--- config.mk ---
export PLATFORM = sky130hd
export DESIGN_NAME = logic_result_fifo
export DESIGN_NICKNAME = d
export VERILOG_FILES = /design/src/rtl/logic_pkg.sv /design/src/rtl/logic_result_flags.sv /design/src/rtl/logic_result_fifo.sv
export SDC_FILE = /design/constraint.sdc
export NUM_CORES = 1
export LEC_CHECK = 0
export CAP_MARGIN = 20
export CELL_PAD_IN_SITES_DETAIL_PLACEMENT = 0
export CELL_PAD_IN_SITES_GLOBAL_PLACEMENT = 1
export CORE_UTILIZATION = 30
export DETAILED_ROUTE_END_ITERATION = 6
export GPL_ROUTABILITY_DRIVEN = 0
export GPL_TIMING_DRIVEN = 0
export PLACE_DENSITY = 0.65
export SLEW_MARGIN = 10
export SYNTH_ARGS = -nofsm -noshare
export SYNTH_HDL_FRONTEND = slang
export SYNTH_HIERARCHICAL = 1
export SYNTH_SLANG_ARGS = --single-unit
--- constraint.sdc ---
create_clock -name clk -period 4.6 [get_ports clk]
set_input_delay 0.69 -clock clk [delete_from_list [all_inputs] [get_ports clk]]
set_output_delay 0.69 -clock clk [all_outputs]
set_load 0.01 [all_outputs]
--- src/rtl/logic_pkg.sv ---
// Shared definitions for the logic unit and its result FIFO.
// Op codes, default widths and the packed FIFO entry layout.
package logic_pkg;

    localparam logic [1:0] OP_AND = 2'd0;
    localparam logic [1:0] OP_OR  = 2'd1;
    localparam logic [1:0] OP_XOR = 2'd2;
    localparam logic [1:0] OP_NOT = 2'd3;

    localparam int DATA_W_DEF = 8;
    localparam int OP_W_DEF   = 2;

    // Entry as stored in the FIFO; flags are captured at write time.
    typedef struct packed {
        logic                  zero;
        logic                  parity;
        logic [OP_W_DEF-1:0]   sw;
        logic [DATA_W_DEF-1:0] f;
    } entry_t;

endpackage

--- src/rtl/logic_result_flags.sv ---
// Zero and parity flags for one result word.
// Purely combinational; used on the FIFO write side.
module logic_result_flags
    import logic_pkg::*;
#(
    parameter int DATA_W = DATA_W_DEF
) (
    input  logic [DATA_W-1:0] f_i,
    output logic              zero_o,
    output logic              parity_o
);

    // Odd number of ones gives parity 1.
    always_comb begin
        zero_o   = (f_i == '0);
        parity_o = ^f_i;
    end

endmodule

--- src/rtl/logic_result_fifo.sv ---
// First-word-fall-through result FIFO behind the logic unit.
// Entries carry {zero, parity, sw, f}; occupancy decides full/empty.
module logic_result_fifo
    import logic_pkg::*;
#(
    parameter int DATA_W = DATA_W_DEF,
    parameter int OP_W   = OP_W_DEF,
    parameter int DEPTH  = 4
) (
    input  logic                       clk,
    input  logic                       rst,
    input  logic                       clear,
    input  logic                       in_valid,
    output logic                       in_ready,
    input  logic [DATA_W-1:0]          in_f,
    input  logic [OP_W-1:0]            in_sw,
    output logic                       out_valid,
    input  logic                       out_ready,
    output logic [DATA_W-1:0]          out_f,
    output logic [OP_W-1:0]            out_sw,
    output logic                       out_zero,
    output logic                       out_parity,
    output logic [$clog2(DEPTH+1)-1:0] count,
    output logic                       drop_err
);

    localparam int PW = $clog2(DEPTH);
    localparam int CW = $clog2(DEPTH+1);
    localparam int EW = DATA_W + OP_W + 2;
    localparam logic [CW-1:0] FULL = CW'(DEPTH);

    logic [EW-1:0] mem_q [DEPTH];
    logic [PW-1:0] wr_ptr_q, wr_ptr_d;
    logic [PW-1:0] rd_ptr_q, rd_ptr_d;
    logic [CW-1:0] count_q, count_d;
    logic          drop_q, drop_d;
    logic          push, pop;
    logic          wr_zero, wr_parity;
    logic [EW-1:0] head;

    logic_result_flags #(.DATA_W(DATA_W)) u_flags (
        .f_i      (in_f),
        .zero_o   (wr_zero),
        .parity_o (wr_parity)
    );

    // Handshake status comes only from registered occupancy.
    always_comb begin
        in_ready  = (count_q != FULL);
        out_valid = (count_q != '0);
        push      = in_valid & in_ready & ~clear;
        pop       = out_valid & out_ready & ~clear;
    end

    // Next-state for pointers, occupancy and the sticky drop flag.
    always_comb begin
        wr_ptr_d = wr_ptr_q;
        rd_ptr_d = rd_ptr_q;
        count_d  = count_q;
        drop_d   = drop_q;
        if (clear) begin
            wr_ptr_d = '0;
            rd_ptr_d = '0;
            count_d  = '0;
            drop_d   = 1'b0;
        end else begin
            if (push) wr_ptr_d = wr_ptr_q + PW'(1);
            if (pop)  rd_ptr_d = rd_ptr_q + PW'(1);
            if (push && !pop) count_d = count_q + CW'(1);
            if (pop && !push) count_d = count_q - CW'(1);
            if (in_valid && !in_ready) drop_d = 1'b1;
        end
    end

    // Control state register with asynchronous reset.
    always_ff @(posedge clk or posedge rst) begin
        if (rst) begin
            wr_ptr_q <= '0;
            rd_ptr_q <= '0;
            count_q  <= '0;
            drop_q   <= 1'b0;
        end else begin
            wr_ptr_q <= wr_ptr_d;
            rd_ptr_q <= rd_ptr_d;
            count_q  <= count_d;
            drop_q   <= drop_d;
        end
    end

    // Storage write; contents need no reset.
    always_ff @(posedge clk) begin
        if (push) mem_q[wr_ptr_q] <= {wr_zero, wr_parity, in_sw, in_f};
    end

    // Head entry falls through to the outputs.
    always_comb begin
        head       = mem_q[rd_ptr_q];
        out_f      = head[DATA_W-1:0];
        out_sw     = head[DATA_W +: OP_W];
        out_parity = head[EW-2];
        out_zero   = head[EW-1];
        count      = count_q;
        drop_err   = drop_q;
    end

endmodule

# After elaboration in Yosys (flattened, before gate mapping)
# Memory sizes are Yosys's and may differ from the RTL's.
# Index checks and enable logic that the tools add are counted.
[totals]
regBits = 8
ramBits = 48
n_memories = 1
[mem_list]
columns = ["name", "depth", "word_bits", "read_ports", "rd_clocked_by_memory_dff", "wr", "line", "text"]
rows = [
  ["mem_q", 4, 12, 1, 0, 1, "logic_result_fifo.sv:32", "logic [EW-1:0] mem_q [DEPTH];"],
]
[classes]
addsub = 4
n_eq_ne = 1
muxes = 11
bitwise = 5
n_reduce_logical = 13
[ops]
columns = ["op", "count"]
rows = [
  ["$mux W3", 3],
  ["$logic_not A8 Y1", 1],
  ["$mux W2", 4],
  ["$reduce_xor A8 Y1", 1],
  ["$reduce_bool A2 Y1", 3],
  ["$reduce_bool A3 Y1", 2],
  ["$add A2 B1 Y2 const B", 2],
  ["$and A1 B1 Y1", 4],
  ["$mux W1", 4],
  ["$add A3 B1 Y3 const B", 1],
  ["$logic_and A1 B1 Y1", 3],
  ["$logic_not A1 Y1", 3],
  ["$ne A3 B3 Y1 const B", 1],
  ["$sub A3 B1 Y3 const B", 1],
  ["$not A1 Y1", 1],
]

# Logic depth before layout (Yosys ltp)
# Gate-level depths: netlist (run 1).
[depth]
depth_word = 8
depth_mapped = 9
ltp_nobuf = 8

# Modules after synthesis
# Netlist (run 1), hierarchy kept.
[by_module_without_submodules]
columns = ["mod", "n_inst", "cells_each", "area_each_um2"]
rows = [
  ["logic_result_fifo", 1, 131, 2316.0],
  ["logic_result_flags", 1, 16, 115.1],
]

# Worst setup path after synthesis (run 1)
# No wires, ideal clock.
[synth_path]
path_type = "register to register"
start = "reg count_q[1], in the netlist count[1]"
end = "reg count_q[2], in the netlist count[2]"
arrival_time_ns = 2.148
required_ns = 4.499
setup_slack_ns = 2.351
stages_incl_launch_ff = 9
n_path_buf = 1
cell_sequence = "dfrtp_1 -> buf_2 -> or3_1 -> nand2_1 -> nor3_1 -> fa_1 -> nor3b_1 -> a311oi_1 -> nor4_1"
[synth_between]
word_cells_on_any_way = 16
cone_classes = "2 x add/sub; 1 x eq/ne; 3 x mux; 4 x bitwise; 6 x reduce/logical"
[synth_lines]
columns = ["item", "line", "text"]
rows = [
  ["from (decl)", "logic_result_fifo.sv:35", "logic [CW-1:0] count_q, count_d;"],
  ["from (signal assigned)", "logic_result_fifo.sv:85", "count_q <= count_d;"],
  ["$reduce_bool A3 Y1 *", "logic_result_fifo.sv:50", "out_valid = (count_q != '0);"],
  ["named net out_valid", "logic_result_fifo.sv:17", "output logic out_valid,"],
  ["$and A1 B1 Y1 * (2 in series)", "logic_result_fifo.sv:52", "pop = out_valid & out_ready & ~clear;"],
  ["$logic_and A1 B1 Y1 / $logic_not A1 Y1 (equally long branches)", "logic_result_fifo.sv:70, logic_result_fifo.sv:69", ""],
  ["$mux W3 / $logic_and A1 B1 Y1 (equally long branches)", "logic_result_fifo.sv:70, logic_result_fifo.sv:69", ""],
  ["$mux W3 / $reduce_bool A3 Y1 (equally long branches)", "n/a", ""],
]
# The timed path passes the listed nets; every way through them passes the cells marked *. The select of a mux whose other input is x is not followed.
# A chain may end at the register's enable or synchronous reset.

# Worst setup path in the final report (run 1)
[layout_path]
start = "reg rd_ptr_q[0]"
end = "out out_f[0]"
[layout_between]
elab_chain_cells = 1
[layout_rtl]
columns = ["item", "line", "text"]
rows = [
  ["from (decl)", "logic_result_fifo.sv:34", "logic [PW-1:0] rd_ptr_q, rd_ptr_d;"],
  ["from (signal assigned)", "logic_result_fifo.sv:84", "rd_ptr_q <= rd_ptr_d;"],
  ["$mem_v2 Z4 W12", "n/a", ""],
  ["to (decl)", "logic_result_fifo.sv:19", "output logic [DATA_W-1:0] out_f,"],
]
# Every way passes these cells.

==> summary.txt, run 1 <==
Outcome
  • Status: complete, no violations

Logic synthesis
  • Mapped Area: roughly 0.0024 mm2
  • Adder-cell share of the synthesized area: between 4 and 5%
  • Post-Synth XOR/XNOR Area: 2.522%
  • Register area share after synthesis: about two thirds
  • Combinational family with the most area after synthesis: multiplexers
  • Synth Area in Compound Gates: 2.934%
  • Post-synth EDFFs: 48
  • Net Count, Synth: approximately 170
  • Synth Instances: around 150
  • Simple-Gate Fraction of Synth Area: about 7%
  • Top_reg_cell synth: edfxtp_1
  • Mux cell area share after synthesis: 11.58%
  • FFs w/ async S/R, synth: approximately 14%
  • Synth cell types: 32
  • Yosys reg bits: 56
  • Syn Area/Cell: 16.54 um2
  • Ys Warns: 6

Finish
  • Sequential standard cell area: between 0.0015 and 0.002 mm2
  • Final Instance Area: 0.002980 mm2
  • Layout cells sized above 1: 15.05%
  • # fillers: 751
  • Area grow syn2layout: 22.59%
  • Area occupied by multi-input gates: 703.2 um2
  • Final antenna diode count: 0
  • NumNets Final: between 200 and 250

Clock network
  • # resized after CTS: 0
  • CTS max path bufs: 2
  • CTS Buf Count: 5
  • H-tree level count: 2
  • Root buf cell: clkbuf_8
  • CTS tree: yes
  • Post-CTS Setup Repair Bufs: 0
  • Clock Pin Slew Worst Setup and Hold Paths: roughly 0.090 ns
  • Clock tree sinks: 56
  • Clk_lat worst skew: around 0.3 ns
  • Cts hold-fix bufs: 0

Floorplanning
  • Initial Util: 31.30%
  • I/O pin count: 33
  • Die ar.: roughly 0.0085 mm2
  • Chip height: about 92 um
  • Core area: roughly 0.0078 mm2
  • Number of core rows: 32
  • Die W: 92.02 um

Power
  • PD cells: 366.0 mW/mm2
  • Peak VDD IR: 0.1171 mV
  • Leakage: between 1 and 1.5 nW

Global routing
  • Vias in the first global route: 1281
  • Largest net degree at the start of global routing: 18
  • Remaining global-route overflow: 0
  • GRT Util Overall: around a tenth
  • First-pass GRT wire length: 6768 um
  • Initial antenna violation count: 0

Critical path
  • R2r setup slk: 2.25 ns
  • Worst EP required: 3.91 ns
  • Worst r2r src: count[1]
  • CP Max Fanout: 10
  • Crit. End Element: output pin
  • Critical path class: flip-flop to output pin
  • Critical Path End: out_f[0]
  • Critical Path Start Type: flip-flop
  • Crit path largest cell delay: between 0.5 and 0.6 ns
  • Origin of the worst setup path: rd_ptr_q[0]
  • Slowest-stage cell, CP: mux4_2
  • Worst Path Arrival: 2.15 ns
  • Worst-case reg-to-reg path depth: 8
  • CP Cell Sequence: buf_2, buf_4, mux4_2, clkdlybuf4s50_1
  • R2r endpoint: count[2]

STA
  • Setup Skew: 0.007333 ns
  • Unrepaired setup endpoints after global routing: no
  • Final worst-path setup slack: between 1.5 and 2 ns
  • WHS: 0.5158 ns
  • Tightest Pin Transition: ~0.65 ns
  • Final Critical Period: between 2 and 3 ns
  • Relative slew slack: ~57%
  • Hold Violations, Final: 0
  • Setup TNS: 0 ns
  • Pins Over Slew Limit: 0
  • Fmax: 352.2 MHz
  • Final Setup Violations: 0
  • Fin crit share: roughly 62%

Placed design
  • DP Wirelength: 2765 um
  • Placed inst area: 0.002869 mm2
  • IO buf count: 31
  • Pre-CTS setup slack: 1.841 ns

Route
  • DRT iter0 DRCs: 67
  • First-pass detailed-route iteration total: 4
  • Routed WL: 4154 um
  • Wire length per cell: 14.42 um
  • Routed vias/inst: 4.417
  • Post-DRT Antenna Nets: 0
  • Vias: 1272
  • Remaining DRCs: 0

Hold path
  • Worst min path class: flip-flop to flip-flop

Flow run
  • Max cap viols: 0
## how the worst min path moves through the flow
stage	startpoint	end	slack, ns	cells past startpoint
after floorplan	rst	count[0]	0.51	1
after global placement	drop_err	drop_err	0.49	2
after detailed placement	drop_err	drop_err	0.50	2
after CTS	drop_err	drop_err	0.52	2
after global routing	drop_err	drop_err	0.56	2
final	drop_err	drop_err	0.52	2
## final cells by class
class | instances | area share (%)
timing repair buffer | 31 | 10.41
sequential | 56 | 55.08
buffer | 8 | 1.385
clock inverter | 2 | 1.301
inverter | 12 | 1.511
multi-input combinational | 71 | 23.59
clock buffer | 6 | 2.435
tap | 102 | 4.282
## per-layer routing
layer	vias to the layer above	share of wire, %	GRT usage, %
li1	626	-	-
met4	0	0.91	3.516
met2	30	44	16.36
met3	4	4.6	2.902
met1	612	50	14.62
met5	-	0	0
## Yosys cell counts, types with 3 or more instances
library cell | number | area share, %
buf_2 | 6 | 1.2
nand2_1 | 3 | 0.46
nand3_1 | 4 | 0.82
xor2_1 | 3 | 1.1
mux4_2 | 12 | 11
nor2_1 | 8 | 1.2
ha_1 | 8 | 4.1
dfrtp_1 | 8 | 8.2
and2_1 | 4 | 1.0
inv_1 | 12 | 1.9
xnor2_1 | 4 | 1.4
a21oi_1 | 3 | 0.62
edfxtp_1 | 48 | 59
## sequential cells by signal, indices dropped and copies added, names as in the netlist
signal and cells:
count 3, wr_ptr_q 2, drop_err 1, mem_q 48, rd_ptr_q 2
## cells in the final DEF (no fill, tap or decap), types with 2 or more instances in the layout
| cell type | instances |
|---|---|
| a21oi_1 | 3 |
| a31oi_1 | 2 |
| and2_1 | 4 |
| buf_2 | 6 |
| clkbuf_1 | 2 |
| clkbuf_8 | 5 |
| clkdlybuf4s50_1 | 31 |
| dfrtp_1 | 8 |
| edfxtp_1 | 48 |
| ha_1 | 8 |
| inv_1 | 12 |
| mux4_2 | 12 |
| nand2_1 | 3 |
| nand3_1 | 4 |
| nor2_1 | 8 |
| nor3_1 | 2 |
| nor4_1 | 2 |
| o21ai_0 | 2 |
| or3_1 | 2 |
| xnor2_1 | 4 |
| xor2_1 | 3 |
## cells by family after synthesis
group / after synthesis
buffers and inverters: 20
adder cells (fa/ha/maj): 9
flip-flops: 56
XOR/XNOR: 7
AND/OR/NAND/NOR: 31
multiplexers: 13
AO/OA/AOI/OAI: 11
## where the power goes
part	switching, mW	internal [mW]	leakage, nW	total [mW]
clock network	0.154	0.165	0.0558	0.319
logic	0.0859	0.101	0.453	0.187
registers	0.00937	0.576	0.546	0.586
## stage by stage
step / utilization [%] / total power, mW / std cells
after detailed placement: 36.94 / 0.7877 / 280
after floorplan: - / 0.7060 / 147
final: 38.37 / 1.091 / 288
after CTS: 38.37 / 1.107 / 288
after global placement: 36.94 / 0.7873 / 280
after global routing: 38.37 / 1.140 / 288
## critical path, delay by kind of cell (launching register included)
family	cells	cell delay, ns
buffers and inverters	3	0.95
muxes	1	0.55
DFF	1	0.34
No activity file was read; power rests on OpenSTA's default activity.
==> inputs of run 2 (changes only) <==
clock period = 2.9 ns   (was 4.6 ns; I/O delays follow)
==> results of run 2 <==
Same layout as run 1 (identical final DEF). Status: complete, no violations.
Among the figures that moved: setup slack after placement 1.841 ns -> 0.3964 ns; setup slack after layout 1.761 ns -> 0.3160 ns; hold slack 0.5158 ns -> 0.3957 ns; register-to-register setup slack 2.25 ns -> 0.55 ns; total power 1.091 mW -> 1.730 mW; worst IR drop on VDD 0.1171 mV -> 0.1858 mV
